$ cat config.mk
export PLATFORM = sky130hd
export DESIGN_NAME = ca_descrambler_flat
export DESIGN_NICKNAME = d
export VERILOG_FILES = /design/src/rtl/ca_descrambler_if.sv /design/src/rtl/ca_descrambler.sv /design/src/flat_wrapper.sv
export SDC_FILE = /design/constraint.sdc
export NUM_CORES = 1
export LEC_CHECK = 0
export ABC_AREA = 1
export ABC_CLOCK_PERIOD_IN_PS = 1900
export BUFFER_PORTS_ARGS = -buffer_cell sky130_fd_sc_hd__buf_2
export CAP_MARGIN = 20
export CORE_ASPECT_RATIO = 1.4
export CORE_MARGIN = 2
export CORE_UTILIZATION = 38
export DETAILED_ROUTE_END_ITERATION = 8
export GPL_TIMING_DRIVEN = 0
export MAX_ROUTING_LAYER = met4
export PLACE_DENSITY_LB_ADDON = 0.1
export SYNTH_ARGS = -nofsm -noshare
export SYNTH_HDL_FRONTEND = slang
export SYNTH_SLANG_ARGS = --single-unit
export TNS_END_PERCENT = 5
$ cat constraint.sdc
create_clock -name clk -period 1.9 [get_ports clk]
set_input_delay 0.095 -clock clk [delete_from_list [all_inputs] [get_ports clk]]
set_output_delay 0.095 -clock clk [all_outputs]
set_load 0.01 [all_outputs]
$ cat src/rtl/ca_descrambler_if.sv
// ----------------------------------------------------------------------------
// ca_descrambler_if
// Peripheral bus bundle shared by the CPU side (master) and the descrambler
// (slave).
//   addr     : bus address, driven by the master
//   write_en : write strobe, sampled together with addr/din
//   read_en  : read strobe; pops the plaintext queue when addr selects DATA
//   din      : write data from the master
//   dout     : read data from the slave (combinational mux on addr)
// ----------------------------------------------------------------------------
interface ca_descrambler_if;
   logic [7:0] addr;
   logic       write_en;
   logic       read_en;
   logic [7:0] din;
   logic [7:0] dout;

   modport master (
      output addr,
      output write_en,
      output read_en,
      output din,
      input  dout
   );

   modport slave (
      input  addr,
      input  write_en,
      input  read_en,
      input  din,
      output dout
   );
endinterface

$ cat src/rtl/ca_descrambler.sv
// ----------------------------------------------------------------------------
// ca_descrambler
// Memory-mapped keystream descrambler: the receive side of the Rule-30
// cellular-automaton PRNG. The CPU writes a seed, then ciphertext bytes;
// each byte is XORed with the automaton keystream q[9:2] and the plaintext
// is queued for the CPU to read back.
//
// Register map (relative to BASE):
//   BASE+0 SEED   : write -> q = {8'h01, din}, flush queue, abort byte
//                   read  -> current keystream tap q[9:2]
//   BASE+1 DATA   : write -> ciphertext byte (dropped + overrun if busy)
//                   read  -> queue head (8'h00 when empty); read_en pops
//   BASE+2 STATUS : write -> clear overrun
//                   read  -> {busy, overrun, full, empty, 1'b0, count[2:0]}
//
// Ports:
//   clk : sole clock, rising edge
//   rst : synchronous active-high reset
//   bus : ca_descrambler_if.slave (addr, write_en, read_en, din, dout)
//
// Parameters:
//   BASE  : base address of the three registers
//   STEPS : CA generations per data byte (1..15)
//   RULE  : Wolfram rule applied to the 16-cell ring
//
// Configuration macro:
//   CA_DESCRAMBLER_FIFO_EN : when defined the plaintext queue is a 4-deep
//   circular FIFO; otherwise it is a single holding register.
// ----------------------------------------------------------------------------
module ca_descrambler #(
   parameter logic [7:0]  BASE  = 8'd18,
   parameter int unsigned STEPS = 1,
   parameter logic [7:0]  RULE  = 8'd30
) (
   input  logic             clk,
   input  logic             rst,
   ca_descrambler_if.slave  bus
);

   localparam logic [7:0]  ADDR_SEED   = BASE;
   localparam logic [7:0]  ADDR_DATA   = BASE + 8'd1;
   localparam logic [7:0]  ADDR_STATUS = BASE + 8'd2;
   localparam logic [3:0]  STEPS_M1    = 4'(STEPS - 1);
   localparam logic [15:0] Q_RESET     = 16'h0177;

   typedef enum logic [1:0] {
      ST_IDLE = 2'd0,
      ST_STEP = 2'd1,
      ST_PUSH = 2'd2
   } state_t;

   // One CA generation on the 16-cell ring; left neighbour is the MSB of
   // the rule index, indices wrap mod 16.
   function automatic logic [15:0] ca_next(input logic [15:0] q, input logic [7:0] rule);
      logic [15:0] nxt;
      logic [2:0]  idx;
      nxt = 16'h0000;
      for (int i = 0; i < 16; i++) begin
         idx    = {q[(i + 15) % 16], q[i], q[(i + 1) % 16]};
         nxt[i] = rule[idx];
      end
      return nxt;
   endfunction

   state_t      state_r;
   state_t      state_nxt_s;
   logic [15:0] q_r;
   logic [7:0]  cbyte_r;
   logic [3:0]  step_cnt_r;
   logic        overrun_r;

   logic        seed_wr_s;
   logic        data_wr_s;
   logic        status_wr_s;
   logic        pop_s;
   logic        accept_s;
   logic        busy_s;
   logic        step_en_s;
   logic        push_s;
   logic        push_ok_s;
   logic        set_ovr_s;
   logic [7:0]  plain_s;

   logic        full_s;
   logic        empty_s;
   logic [2:0]  count_s;
   logic [7:0]  head_s;
   logic [7:0]  dout_s;

   // Bus decode.
   assign seed_wr_s   = bus.write_en && (bus.addr == ADDR_SEED);
   assign data_wr_s   = bus.write_en && (bus.addr == ADDR_DATA);
   assign status_wr_s = bus.write_en && (bus.addr == ADDR_STATUS);
   assign pop_s       = bus.read_en && (bus.addr == ADDR_DATA) && !empty_s;
   assign accept_s    = data_wr_s && (state_r == ST_IDLE);

   assign plain_s     = cbyte_r ^ q_r[9:2];
   // A same-cycle pop frees a slot, so a push into a full queue still lands.
   assign push_ok_s   = push_s && (!full_s || pop_s);
   assign set_ovr_s   = (data_wr_s && busy_s) || (push_s && full_s && !pop_s);

   // FSM state register.
   always_ff @(posedge clk) begin
      if (rst) begin
         state_r <= ST_IDLE;
      end else begin
         state_r <= state_nxt_s;
      end
   end

   // FSM next-state logic; a SEED write always returns to IDLE.
   always_comb begin
      state_nxt_s = state_r;
      if (seed_wr_s) begin
         state_nxt_s = ST_IDLE;
      end else begin
         case (state_r)
            ST_IDLE: begin
               if (data_wr_s) begin
                  state_nxt_s = ST_STEP;
               end else begin
                  state_nxt_s = ST_IDLE;
               end
            end
            ST_STEP: begin
               if (step_cnt_r == STEPS_M1) begin
                  state_nxt_s = ST_PUSH;
               end else begin
                  state_nxt_s = ST_STEP;
               end
            end
            ST_PUSH: state_nxt_s = ST_IDLE;
            default: state_nxt_s = ST_IDLE;
         endcase
      end
   end

   // FSM outputs; a SEED write cancels the step or push of the current cycle.
   always_comb begin
      busy_s    = 1'b0;
      step_en_s = 1'b0;
      push_s    = 1'b0;
      case (state_r)
         ST_IDLE: begin
            busy_s = 1'b0;
         end
         ST_STEP: begin
            busy_s    = 1'b1;
            step_en_s = !seed_wr_s;
         end
         ST_PUSH: begin
            busy_s = 1'b1;
            push_s = !seed_wr_s;
         end
         default: begin
            busy_s = 1'b0;
         end
      endcase
   end

   // Automaton state, ciphertext latch, step counter and overrun flag.
   always_ff @(posedge clk) begin
      if (rst) begin
         q_r        <= Q_RESET;
         cbyte_r    <= 8'h00;
         step_cnt_r <= 4'd0;
         overrun_r  <= 1'b0;
      end else if (seed_wr_s) begin
         q_r        <= {8'h01, bus.din};
         step_cnt_r <= 4'd0;
         overrun_r  <= 1'b0;
      end else begin
         if (step_en_s) begin
            q_r        <= ca_next(q_r, RULE);
            step_cnt_r <= step_cnt_r + 4'd1;
         end else if (accept_s) begin
            cbyte_r    <= bus.din;
            step_cnt_r <= 4'd0;
         end else begin
            q_r        <= q_r;
         end
         // A new fault event wins over a same-cycle clear.
         if (set_ovr_s) begin
            overrun_r <= 1'b1;
         end else if (status_wr_s) begin
            overrun_r <= 1'b0;
         end else begin
            overrun_r <= overrun_r;
         end
      end
   end

`ifdef CA_DESCRAMBLER_FIFO_EN
   logic [7:0] mem_r [0:3];
   logic [1:0] rd_ptr_r;
   logic [1:0] wr_ptr_r;
   logic [2:0] count_r;

   assign full_s  = (count_r == 3'd4);
   assign empty_s = (count_r == 3'd0);
   assign count_s = count_r;
   assign head_s  = mem_r[rd_ptr_r];

   // FIFO storage; contents are only visible through count, so no reset.
   always_ff @(posedge clk) begin
      if (push_ok_s) begin
         mem_r[wr_ptr_r] <= plain_s;
      end
   end

   // FIFO pointers and occupancy; a SEED write flushes.
   always_ff @(posedge clk) begin
      if (rst || seed_wr_s) begin
         rd_ptr_r <= 2'd0;
         wr_ptr_r <= 2'd0;
         count_r  <= 3'd0;
      end else begin
         if (push_ok_s) begin
            wr_ptr_r <= wr_ptr_r + 2'd1;
         end
         if (pop_s) begin
            rd_ptr_r <= rd_ptr_r + 2'd1;
         end
         case ({push_ok_s, pop_s})
            2'b10:   count_r <= count_r + 3'd1;
            2'b01:   count_r <= count_r - 3'd1;
            default: count_r <= count_r;
         endcase
      end
   end
`else
   logic [7:0] hold_r;
   logic       valid_r;

   assign full_s  = valid_r;
   assign empty_s = !valid_r;
   assign count_s = {2'b00, valid_r};
   assign head_s  = hold_r;

   // Single-entry holding register; push wins over a same-cycle pop.
   always_ff @(posedge clk) begin
      if (rst || seed_wr_s) begin
         hold_r  <= 8'h00;
         valid_r <= 1'b0;
      end else if (push_ok_s) begin
         hold_r  <= plain_s;
         valid_r <= 1'b1;
      end else if (pop_s) begin
         valid_r <= 1'b0;
      end else begin
         valid_r <= valid_r;
      end
   end
`endif

   // Combinational read mux selected by addr.
   always_comb begin
      dout_s = 8'h00;
      if (bus.addr == ADDR_SEED) begin
         dout_s = q_r[9:2];
      end else if (bus.addr == ADDR_DATA) begin
         dout_s = empty_s ? 8'h00 : head_s;
      end else if (bus.addr == ADDR_STATUS) begin
         dout_s = {busy_s, overrun_r, full_s, empty_s, 1'b0, count_s};
      end else begin
         dout_s = 8'h00;
      end
   end

   assign bus.dout = dout_s;

endmodule
$ cat src/flat_wrapper.sv
// flat-port wrapper written by rule: the top's interface ports become plain ports
module ca_descrambler_flat 
#(
   parameter logic [7:0]  BASE  = 8'd18,
   parameter int unsigned STEPS = 1,
   parameter logic [7:0]  RULE  = 8'd30
)
  (clk, rst, bus_addr, bus_write_en, bus_read_en, bus_din, bus_dout);
  ca_descrambler_if bus_i ();
  input  logic clk;
  input  logic rst;
  input wire logic [$bits(bus_i.addr)-1:0] bus_addr;
  input wire logic [$bits(bus_i.write_en)-1:0] bus_write_en;
  input wire logic [$bits(bus_i.read_en)-1:0] bus_read_en;
  input wire logic [$bits(bus_i.din)-1:0] bus_din;
  output wire logic [$bits(bus_i.dout)-1:0] bus_dout;
  assign bus_i.addr = bus_addr;
  assign bus_i.write_en = bus_write_en;
  assign bus_i.read_en = bus_read_en;
  assign bus_i.din = bus_din;
  assign bus_dout = bus_i.dout;
  ca_descrambler #(.BASE(BASE), .STEPS(STEPS), .RULE(RULE)) u_core (.clk(clk), .rst(rst), .bus(bus_i));
endmodule
# Word level (Yosys, flattened, before mapping)
# Memory sizes are Yosys's and may differ from the RTL's. A register that Yosys moved wholly into a read port is not among the register bits.
# Index checks and enable logic that the tools add are counted.
# classes
add_sub_neg	1
mul	0
n_div	0
n_lt_le_gt_ge	8
eq_ne	5
shifts	0
muxes	38
bitwise_logic	3
reduce_logical	25
# op_table
cell	n
8-bit two-way mux	6
3-bit two-way mux	12
3-bit by 4-bit < comparator with 1-bit output (second input constant)	8
8-bit by 5-bit equality test with 1-bit output (second input constant)	3
1-bit two-way mux	16
1-bit logical AND	10
4-bit two-way mux	2
2-bit nonzero test	4
8-bit bitwise XOR	1
4-bit by 1-bit adder with 4-bit output (second input constant)	1
4-bit logical NOT	1
2-bit case mux with 2 select lines	1
2-bit OR reduction	2
1-bit logical NOT	3
1-bit logical OR	3
3-bit AND reduction	1
2-bit by 1-bit equality test with 1-bit output (second input constant)	1
2-bit equality test (second input constant)	1
2-bit logical NOT	1
2-bit two-way mux	1
1-bit NOT	2
# totals
ff_bits	32
latch_bits	0
ram_bits	0
romBits	128
out_inout_bits	8
wordCells	103
n_memories	16
# mem_list
name	words	width	rd	rd_clocked_by_memory_dff	write_ports	line	rtl
(no name shown)	8	1	1	1	0	ca_descrambler.sv:60	nxt[i] = rule[idx];
(no name shown)	8	1	1	1	0	ca_descrambler.sv:60	
(no name shown)	8	1	1	1	0	ca_descrambler.sv:60	
(no name shown)	8	1	1	1	0	ca_descrambler.sv:60	
(no name shown)	8	1	1	1	0	ca_descrambler.sv:60	
(no name shown)	8	1	1	1	0	ca_descrambler.sv:60	
10 more memories	-	-	-	-	-	-	

# Logic depth before layout (Yosys ltp)
# depth
word_depth	8
ltp_mapped	11
ltp_nobuf	11

# Worst setup path after synthesis
# No wires, ideal clock.
# synth_timing
path_kind	flip-flop to flip-flop
startpoint	register u_core.state_r[1]
endpoint	register (tool-made name)
setup_time_ps	112
arrival_ps	1367
setup_slack_ps	421
path_stages_with_launch	11
path_buffers	1
cell_sequence	dfxtp_1 > inv_1 > ha_1 > buf_2 > clkinv_1 > nand3_1 > nand2_1 > nor2_2 > nand2_1 > nand2_1 > nand2_1
# synth_rtl
element	line	rtl
start, declared	ca_descrambler.sv:65	state_t state_r;
start signal, assigned	ca_descrambler.sv:107	state_r <= state_nxt_s;

# Worst setup path after layout
# layout_timing
startpoint	register u_core.valid_r (netlist: u_core.full_s)
endpoint	output bus_dout[6]
# layout_via
elab_chain_len	3
# layout_lines
element	line	rtl
start, declared	ca_descrambler.sv:233	logic valid_r;
start signal, assigned	ca_descrambler.sv:251	valid_r <= valid_r;
8-bit two-way mux	ca_descrambler.sv:262	dout_s = empty_s ? 8'h00 : head_s;
8-bit two-way mux	ca_descrambler.sv:261	end else if (bus.addr == ADDR_DATA) begin
8-bit two-way mux	ca_descrambler.sv:259	if (bus.addr == ADDR_SEED) begin
end, declared	flat_wrapper.sv:16	output wire logic [$bits(bus_i.dout)-1:0] bus_dout;
# No other way between the ends.

==> results.sh <==
export IMPL_outcome="finished, final reports clean"
export IMPL_utilization_pct=45.1
export IMPL_cp_max_fo=10
export IMPL_hold_end="u_core.cbyte_r[6]"
export IMPL_post_drt_wl_per_cell_um=13.7
export IMPL_grt_pass1_wl_mm=10.6
export IMPL_placed_cell_area_um2=2670
export IMPL_period_share_pct=90.1
export IMPL_cts_root_buf="clkbuf_8"
export IMPL_cts_sinks=46
export IMPL_cp_top_family="buffers and inverters"
export IMPL_max_slew_worst_pin_slew_ns=0.457
export IMPL_criticalPathCategory="flip-flop to output port"
export IMPL_die_height_um=98.9
export IMPL_setup_violations=0
export IMPL_worstHoldPathCells=3
export IMPL_setup_tns_ns=0
export IMPL_antenna_found_initial=0
export IMPL_final_nets=408
export IMPL_design_area_um2=2800
export IMPL_yosysWarnings=0
export IMPL_cts_max_level=2
export IMPL_dieArea_um2=7100
export IMPL_worst_path_max_delay_cell="clkbuf_1"
export IMPL_p_per_area_nw_per_um2=639
export IMPL_remaining_drc_errors=0
export IMPL_viasPerCell=4.96
export IMPL_final_min_clock_period_ns=1.71
export IMPL_startpoint="u_core.full_s"
export IMPL_n_antenna_cell=0
export IMPL_syn_nets=372
export IMPL_layout_setup_ws_ns=0.189
export IMPL_cpMostUsedCell="inv_1"
export IMPL_crit_chain="clkbuf_1 > inv_1 > nor2_1 > a21oi_1 > nand2_1 > o21ai_0 > inv_1 > buf_2"
export IMPL_synth_seq_cells=46
export IMPL_reg2reg_setup_slack_ns=0.27
export IMPL_grt_max_degree=14
export IMPL_netlist_cell_type_count=32
export IMPL_r2r_start="u_core.state_r[1]"
export IMPL_dp_hpwl_mm=4.71
export IMPL_clock_fmax_ghz=0.584
export IMPL_clkLatencyLatePin_ns=0.31
export IMPL_clockBufferDepth=2
export IMPL_min_delay_start="bus_din[6]"
export IMPL_rsz0062_at_grt="no"
export IMPL_io_buffers=27
export IMPL_first_pass_iters=4
export IMPL_syn_area_um2=2450
export IMPL_maxSlewViolCount=0
export IMPL_areaGrowthSynthToFinish_pct=14.4
export IMPL_initial_utilization_pct=39.4
export IMPL_rr_worst_depth=10
export IMPL_yosysSeqAreaShare_pct=37.6
export IMPL_start_kind="flip-flop"
export IMPL_ys_async_sr_fraction_pct=0
export IMPL_vias=2263
export IMPL_ant_nets=0
export IMPL_postCtsHoldBufs=0
export IMPL_die_w_um=71.8
export IMPL_worst_hold_slack_ns=0.0304
export IMPL_coreArea_um2=6210
export IMPL_hold_violations=0
export IMPL_syn_avg_cell_area_um2=7.05
export IMPL_cp_required_ns=1.80
export IMPL_max_cap_violations=0
export IMPL_gp_congestion=0.882
export IMPL_cts_made_buffers=5
export IMPL_synth_edf_count=0
export IMPL_grt_usage_pct=19.4
export IMPL_first_iter_violations=108
export IMPL_hp_class="input pin to flip-flop"
export IMPL_clkTransAtPathRegs_ns=0.09
export IMPL_preCtsSetupSlack_ns=0.0449
export IMPL_cp_slowest_stage_delay_ns=0.36
export IMPL_rows=34
export IMPL_leakagePower_nw=1.32
export IMPL_cp_num_buf_inv=4
export IMPL_crit_arrival_ns=1.62
export IMPL_drive_gt1_share_pct=18.5
export IMPL_io_pins=28
export IMPL_relSlewSlack_pct=69.6
export IMPL_synth_ff_type="dfxtp_1"
export IMPL_grt_overflow=0
export IMPL_postSynthCellCount=347
export IMPL_ir_worst_vdd_mv=0.416
export IMPL_cts_tree="done"
export IMPL_dp_cells=446
export IMPL_skew_ns=0.00990
export IMPL_finalPower_mw=1.79
export IMPL_final_cells=456
export IMPL_wl_mm=6.25
export IMPL_crit_path_end_kind="output port"
export IMPL_grt_pass1_vias=2252
-- synth_stat cells, drive strengths merged, types with 3 or more instances --
| cell | instances | share of area, % |
|---|---|---|
| dfxtp | 46 | 38 |
| ha | 5 | 2.6 |
| inv | 35 | 5.4 |
| nand4 | 7 | 1.8 |
| nand2 | 79 | 13 |
| nor2 | 57 | 11 |
| a21oi | 18 | 3.7 |
| nand3 | 37 | 9.3 |
| buf | 9 | 2.5 |
| o211ai | 3 | 0.92 |
| clkinv | 4 | 0.66 |
| xor2 | 12 | 4.3 |
| o21ai | 28 | 5.9 |
-- where the power goes --
| group | internal, mW | leakage (nW) | switching, mW |
|---|---|---|---|
| clock network | 0.394 | 0.0524 | 0.343 |
| registers | 0.965 | 0.371 | 0.00128 |
| logic | 0.0297 | 0.897 | 0.0555 |
-- placed cells by master (no fill, tap or decap) --
cell	instances
buf_6	2
nor2_1	49
nand2_2	6
a21oi_1	18
o211ai_1	3
o21ai_2	1
nor4_1	1
nand3_1	30
o21ai_1	10
nor3_1	2
o22ai_1	1
buf_2	30
xnor2_1	1
nor2_2	4
nor2_8	1
buf_1	1
bufinv_16	1
nand2_4	1
clkinv_2	1
clkinvlp_4	2
xor2_1	12
inv_2	3
nand4_1	7
clkbuf_1	4
buf_4	3
nor2_4	3
nand3_4	1
inv_1	32
o21ai_0	17
clkbuf_4	1
dfxtp_1	46
ha_1	5
clkbuf_8	5
clkinv_1	2
nand3_2	6
nand2_1	72
-- per-layer routing --
metal | vias up | GRT usage [%] | share of wire [%] | wire length, um
met5 | - | - | 0 | 0
met2 | 51 | 33.7 | 51 | 3190
met3 | 10 | 3.07 | 3.2 | 198
met4 | 0 | 7.40 | 2.4 | 151
met1 | 1017 | 22.1 | 43 | 2710
li1 | 1185 | - | - | -
-- layout make-up --
type | instances | area, um^2
timing repair inverter | 1 | 7.51
multi-input combinational | 251 | 1310
timing repair buffer | 28 | 143
tap | 72 | 90.1
fill | 666 | 3410
buffer | 11 | 71.3
clock buffer | 7 | 76.3
clock inverter | 1 | 30.0
inverter | 39 | 151
sequential | 46 | 921
-- logic make-up after synthesis --
logic type / share of synthesized area, %
simple gates: 35.6
xor+xnor: 4.65
flops: 37.6
compound gates: 10.7
fa+ha+maj: 2.56
buf+inv: 8.85
-- worst reg2reg max path, stage by stage, from the launching register on --
cell and delay (ns):
dfxtp_1 0.32, inv_1 0.07, ha_1 0.13, clkbuf_4 0.24
clkinvlp_4 0.20, nand3_1 0.14, nand2_1 0.07, nor2_2 0.16
nand2_1 0.08, nand2_1 0.07, nand2_1 0.05
-- repair_timing --
action                                  CTS  global route
gates resized for setup                   0             3
endpoints found under the setup margin    0            14
buffers inserted                          0             1
-- worst max-delay path by stage --
stage / slack, ns / depth (start not counted) / to
after global placement: 0.08 / 10 / flip-flop
after floorplan: 0.42 / 10 / flip-flop
after global routing: 0.04 / 8 / bus_dout[6]
final: 0.19 / 8 / bus_dout[6]
after CTS: 0.02 / 10 / flip-flop
after detailed placement: 0.04 / 10 / flip-flop
No activity file was read; power rests on OpenSTA's default activity.
